[src/rtl/sync_fifo_param.sv]
// Parametrised single-clock FIFO with count, almost flags and overflow/underflow pulses.
// Define SYN_FIFO_FWFT_EN for first-word-fall-through reads; otherwise reads have 1-cycle latency.
module sync_fifo_param #(
  parameter int WIDTH        = 32,
  parameter int DEPTH        = 16,
  parameter int ADDR_W       = $clog2(DEPTH),
  parameter int ALM_FULL_TH  = 2,
  parameter int ALM_EMPTY_TH = 2
) (
  input  logic              clk,
  input  logic              reset,
  input  logic [WIDTH-1:0]  i_wrdata,
  input  logic              i_wren,
  input  logic              i_rden,
  output logic [WIDTH-1:0]  o_rddata,
  output logic              o_rd_valid,
  output logic              o_full,
  output logic              o_empty,
  output logic              o_alm_full,
  output logic              o_alm_empty,
  output logic [ADDR_W:0]   o_count,
  output logic              o_overflow,
  output logic              o_underflow
);

  localparam logic [ADDR_W:0] FULL_LEVEL = (ADDR_W+1)'(DEPTH);
  localparam logic [ADDR_W:0] AF_LEVEL   = (ADDR_W+1)'(DEPTH - ALM_FULL_TH);
  localparam logic [ADDR_W:0] AE_LEVEL   = (ADDR_W+1)'(ALM_EMPTY_TH);
  localparam logic [ADDR_W:0] CNT_ONE    = (ADDR_W+1)'(1);
  localparam logic [ADDR_W-1:0] PTR_ONE  = ADDR_W'(1);

  logic [WIDTH-1:0]  mem [DEPTH];
  logic [ADDR_W-1:0] wr_ptr;
  logic [ADDR_W-1:0] rd_ptr;
  logic [ADDR_W:0]   count;
  logic [ADDR_W:0]   count_next;
  logic              rd_acc;
  logic              wr_acc;

  // A write into a full FIFO is still accepted when a read frees a slot in the same cycle.
  always_comb begin
    rd_acc     = i_rden & ~o_empty;
    wr_acc     = i_wren & (~o_full | rd_acc);
    count_next = count;
    if (wr_acc & ~rd_acc)
      count_next = count + CNT_ONE;
    else if (rd_acc & ~wr_acc)
      count_next = count - CNT_ONE;
  end

  always_ff @(posedge clk or posedge reset) begin
    if (reset) begin
      wr_ptr      <= '0;
      rd_ptr      <= '0;
      count       <= '0;
      o_full      <= 1'b0;
      o_empty     <= 1'b1;
      o_alm_full  <= 1'b0;
      o_alm_empty <= 1'b1;
      o_overflow  <= 1'b0;
      o_underflow <= 1'b0;
    end else begin
      if (wr_acc)
        wr_ptr <= wr_ptr + PTR_ONE;
      if (rd_acc)
        rd_ptr <= rd_ptr + PTR_ONE;
      count       <= count_next;
      o_full      <= (count_next == FULL_LEVEL);
      o_empty     <= (count_next == '0);
      o_alm_full  <= (count_next >= AF_LEVEL);
      o_alm_empty <= (count_next <= AE_LEVEL);
      o_overflow  <= i_wren & ~wr_acc;
      o_underflow <= i_rden & ~rd_acc;
    end
  end

  // Storage is deliberately not reset; pointers and count define what is valid.
  always_ff @(posedge clk) begin
    if (wr_acc)
      mem[wr_ptr] <= i_wrdata;
  end

  assign o_count = count;

`ifdef SYN_FIFO_FWFT_EN
  assign o_rd_valid = ~o_empty;
  assign o_rddata   = o_empty ? '0 : mem[rd_ptr];
`else
  // Same-address write and read only happens when full, so the old word is returned.
  always_ff @(posedge clk or posedge reset) begin
    if (reset) begin
      o_rddata   <= '0;
      o_rd_valid <= 1'b0;
    end else begin
      o_rd_valid <= rd_acc;
      if (rd_acc)
        o_rddata <= mem[rd_ptr];
    end
  end
`endif

endmodule

[config.mk]
export PLATFORM = sky130hd
export DESIGN_NAME = sync_fifo_param
export DESIGN_NICKNAME = d
export VERILOG_FILES = /design/src/rtl/sync_fifo_param.sv
export SDC_FILE = /design/constraint.sdc
export NUM_CORES = 1
export LEC_CHECK = 0
export CORE_ASPECT_RATIO = 1.1
export CORE_UTILIZATION = 35
export CTS_BUF_LIST = sky130_fd_sc_hd__clkbuf_16
export DETAILED_ROUTE_END_ITERATION = 6
export PLACE_DENSITY = 0.62
export SLEW_MARGIN = 20
export SYNTH_ARGS = -nofsm -noshare
export SYNTH_HDL_FRONTEND = slang
export SYNTH_SLANG_ARGS = --single-unit
[constraint.sdc]
create_clock -name clk -period 11.8 [get_ports clk]
set_clock_uncertainty 0.05 [all_clocks]
set_input_delay 2.95 -clock clk [delete_from_list [all_inputs] [get_ports clk]]
set_output_delay 2.95 -clock clk [all_outputs]
set_load 0.05 [all_outputs]
=== After elaboration in Yosys (flattened, before gate mapping) ===
Memories as Yosys holds them, arrays and structs flattened. A register that Yosys moved wholly into a read port is not among the register bits.
Index checks and enable logic that the tools add are counted.

* Equality and inequality tests: 1
* $lt $le $gt $ge: 2
* Bitwise logic cells: 11
* Reductions and logical operators: 1
* Muxes and demuxes: 4
* Add/sub/neg operators: 4

{| class="wikitable"
|+ Operators with widths
! kind !! count
|-
| 5-bit two-way mux || 2
|-
| 4-bit by 1-bit adder with 4-bit output (second input constant) || 2
|-
| 1-bit AND || 6
|-
| 5-bit by 1-bit adder with 5-bit output (second input constant) || 1
|-
| 5-bit equality test (second input constant) || 1
|-
| 5-bit by 4-bit >= comparator with 1-bit output (second input constant) || 1
|-
| 5-bit by 2-bit <= comparator with 1-bit output (second input constant) || 1
|-
| 5-bit logical NOT || 1
|-
| 5-bit by 1-bit subtractor with 5-bit output (second input constant) || 1
|-
| 1-bit NOT || 4
|-
| 1-bit two-way mux || 2
|-
| 1-bit OR || 1
|}

* Output and inout port bits: 44
* Word-level logic and storage cells: 34
* Bits in writable memories: 512
* Bits in registers: 20
* Memories: 1
* Bits of input ports: 36

{| class="wikitable"
|+ Memories
! name !! words !! bits a word !! rd ports !! clocked after Yosys merged registers in !! wr ports !! RTL line !! RTL
|-
| mem || 16 || 32 || 1 || 1 || 1 || 32 || <nowiki>logic [WIDTH-1:0] mem [DEPTH];</nowiki>
|}

=== Longest topological paths before layout ===
* Depth after elaboration: 9
* Depth in mapped cells: 8
* Mapped depth without buffers: 7

=== Worst setup path before layout ===
No wires, ideal clock.

* Kind: input port to flip-flop
* From: input i_rden
* To: memory mem[3][0], enable pin
* Setup time: 0.461 ns
* Data required time: 11.289 ns
* Path buffers: 1
* Setup slack: 5.498 ns
* Data arrival time: 5.791 ns
* Stages on the path: 5
* Cells stage by stage: nand2b_4 > buf_6 > a21boi_2 > nand2_1 > nor3_1

* Cells in the longest elaborated chain, start to end: 5

{| class="wikitable"
|+ Ends and longest elaborated chain
! item !! RTL line !! RTL
|-
| from (decl) || 14 || <nowiki>input logic i_rden,</nowiki>
|-
| 1-bit AND || 42 || <nowiki>rd_acc = i_rden & ~o_empty;</nowiki>
|-
| 1-bit OR || 43 || <nowiki>wr_acc = i_wren & (~o_full | rd_acc);</nowiki>
|-
| 1-bit AND || 43 ||
|-
| 1-bit two-way mux || 79 || <nowiki>if (wr_acc)</nowiki>
|-
| 1-bit two-way mux (not written as such) || 80 || <nowiki>mem[wr_ptr] <= i_wrdata;</nowiki>
|-
| to (decl) || 32 ||
|}

No other way between the ends.

=== Worst setup path after layout ===
* From: input i_rden
* To: memory mem[7][21], enable pin

The elaborated chain is that of the path after synthesis.

==> run_results.csv <==
group,metric,value,unit
run_status,outcome,"completed",
sta,drv_slew,0,
cts,cts.clk_slew.worst_paths,60,ps
routing,route.detailed.drc,0,
yosys,synth.area.top_cells,"edfxtp_1 71%, mux2i_1 12%, dfrtp_1 5.8%",
routing,drt_wl_total,47.9,mm
cts,cts_tree,"built",
die,die-area,62800,µm²
cts,clkSinkCount,564,
yosys,synth_compound_area_share,3.90,%
sta,hold-worst-slack,504,ps
cts,cts_inserted_buffers,55,
yosys,yosys.area.top_type,"edfxtp_1",
sta,rsz0062_at_grt,"no",
pwr,pwr_density_cell,244,nW/µm²
setup_path,worst-path-buf-inv,1,
yosys,synth_cell_types,41,
cts,post_cts_buffers,0,
yosys,synth-seq-cells,564,
placement,place_ws,5920,ps
finish,fillers,5440,
yosys,synth.area.mux_share,11.8,%
yosys,netlist_area,21600,µm²
placement,place_area,23500,µm²
sta,tightest_slew,1040,ps
finish,n_antenna_cell,0,
placement,port_buffers,79,
sta,setup_violations,0,
sta,period_share,44.1,%
setup_path,crit_path_max_fanout,32,
setup_path,crit_slowest_cell,"nor2_4",
global_routing,gr-total-overflow,0,
yosys,synth_area_per_cell,17.1,µm²
placement,gp_congestion,0.731,
flow_run,drv_cap,0,
cts,clk_latency,600,ps
routing,topRoutingLayerUsed,"met4",
routing,m1WireLength,20.8,mm
finish,mostFrequentLayoutCells,"512 x edfxtp_1, 256 x mux2i_1, 99 x nor3_1",
finish,drive_gt1_share,9.34,%
finish,finalInstanceArea,25200,µm²
sta,hold_violations,0,
placement,dpl.hpwl,25.2,mm
sta,fin_ws,6590,ps
pwr,p_leak,0.00870,µW
pwr,p_total,6130,µW
yosys,synth_simple_gate_area_share,4.76,%
cts,cts_root_buf,"clkbuf_16",
die,io_pins,80,
routing,wl_met3,2.33,mm
yosys,synth_fa_ha_area_share,0.405,%
routing,vias,11300,
setup_path,r2r_start,"rd_ptr[0]",
die,core_area,61100,µm²
min_path,min_path_cells,1,
finish,final_common_cell,"edfxtp_1",
yosys,yosys.area_share.xor_xnor,0.439,%
yosys,synth_top_family_by_area,"multiplexers",
global_routing,grt_pass1_wl,72.6,mm
finish,multi_input_area,4750,µm²
yosys,yosys.area.top_type_share,71.0,%
finish,num-nets-final,1400,
yosys,synth_fp_nets,1310,
cts,cts_hold_buf,0,
yosys,postSynthCellCount,1267,
setup_path,cp_top_family,"simple AND/OR/NAND/NOR gates",
setup_path,slowest_delay,890,ps
global_routing,track_usage,15.3,%
global_routing,grt_max_degree,131,
sta,fmax,0.192,GHz
routing,antenna_left,0,
global_routing,grt_pass1_vias,11700,
pwr,ir_drop,0.245,mV
routing,drt_iter0_drc,940,
routing,avgRoutedWirePerCell,21.5,µm
min_path,min_path_type,"reg2reg",
cts,htreeDepth,2,
finish,regArea,16700,µm²
die,initial_utilization,35.4,%
min_path,hold_path.startpoint,"o_count[4]",
setup_path,critPathLaunchType,"input pin",
min_path,hold_end,"o_count[4]",
routing,via_per_inst,5.07,
yosys,ys_warn_count,0,
sta,timing.max_slew.rel_slack,30.4,%
setup_path,r2r_end,"o_rddata[4]",
setup_path,criticalPathCategory,"in2reg",
setup_path,cp-end-kind,"register",
sta,period_needed,5210,ps
yosys,seq_area_frac_synth,77.1,%
finish,area_growth,16.3,%
routing,wl_met2,23.8,mm
setup_path,regToRegSetupSlack,8150,ps
global_routing,antenna_found_initial,0,
cts,cts_resized,0,
routing,drtPass1Iterations,7,
sta,tns,0,ps
die,die_w,239,µm
setup_path,arrival,5370,ps
cts,clockBufferDepth,3,
die,rows,95,
setup_path,path_cells,"clkdlybuf4s50_1, nand2b_4, a21boi_2, nand2_1, nor2_4",
die,die_h,263,µm
setup_path,worstRegToRegCells,6,
setup_path,worst_ep_required_time,11960,ps
per-stage QoR:
| stage | utilization [%] | cells |
|---|---|---|
| 2_1_floorplan | - | 1267 |
| 3_3_place_gp | 38.4 | 2123 |
| 3_5_place_dp | 38.4 | 2123 |
| 4_1_cts | 41.2 | 2225 |
| 5_1_grt | 41.2 | 2226 |
| 6_report | 41.2 | 2226 |
power by group:
group,switching [µW],internal [µW]
Sequential,158,2450
Combinational,1210,660
Clock,725,923
state kept, by name, indices dropped and copies added, names as in the netlist:
name and count:
wr_ptr 4, o_underflow 1, o_empty 1, o_count 5
rd_ptr 4, o_alm_empty 1, o_alm_full 1, o_overflow 1
o_rd_valid 1, mem 512, o_full 1, o_rddata 32
synth_stat cells, drive strengths merged:
cell type	number
edfxtp	512
mux2i	256
nor3	103
o22ai	96
nor2	80
dfrtp	50
buf	42
o21ai	34
clkbuf	27
nand2	14
xnor2	9
ha	7
inv	6
nand2b	6
a31o	2
dfstp	2
nand3	2
nand4	2
nor3b	2
or4	2
a2111oi	1
a21boi	1
a21oi	1
a31oi	1
a41oi	1
and2	1
and3	1
and4bb	1
nor2b	1
nor4b	1
o31ai	1
or2	1
xor2	1
kinds of logic (layout without fill, tap and decap cells):
group / Yosys count / in the layout
AOI/OAI and AO/OA: 138 / 138
xor gates and xnor gates: 10 / 10
adders and majority gates: 7 / 7
buffers and inverters: 75 / 210
DFF: 564 / 564
muxes: 256 / 256
and+or+nand+nor: 217 / 217
cell type report:
| class | count | area share, % |
|---|---|---|
| Sequential cell | 564 | 66.3 |
| Multi-Input combinational cell | 628 | 18.9 |
| Clock buffer | 56 | 5.57 |
| Tap cell | 824 | 4.10 |
| Timing Repair Buffer | 102 | 3.93 |
| Clock inverter | 46 | 1.17 |
| Inverter | 6 | 0.109 |
routing by layer:
layer  track usage (%)  vias up
met1              20.2     5801
met5                 0        -
met3              2.16       64
met4              4.75        0
met2              26.0      295
li1                  -     5131
worst register-to-register path, cell delays in order (launching register included):
cell	delay (ps)
dfrtp_4	880
buf_12	760
buf_4	980
mux2i_1	270
o21ai_0	90
nor3_1	420
nor3_1	80
worst max path at each step:
stage                 from           to  depth (start not counted)  slack, ps
finish              i_rden   mem[7][21]                          5       6590
global route        i_rden   mem[7][21]                          5       6420
CTS                 i_rden  mem[14][15]                          6       6560
detailed placement  i_rden   mem[14][9]                          6       5920
global placement    i_rden    mem[7][0]                          5       6010
floorplan           i_rden    mem[3][0]                          5       5500
Power figures use the tool's default switching activity.
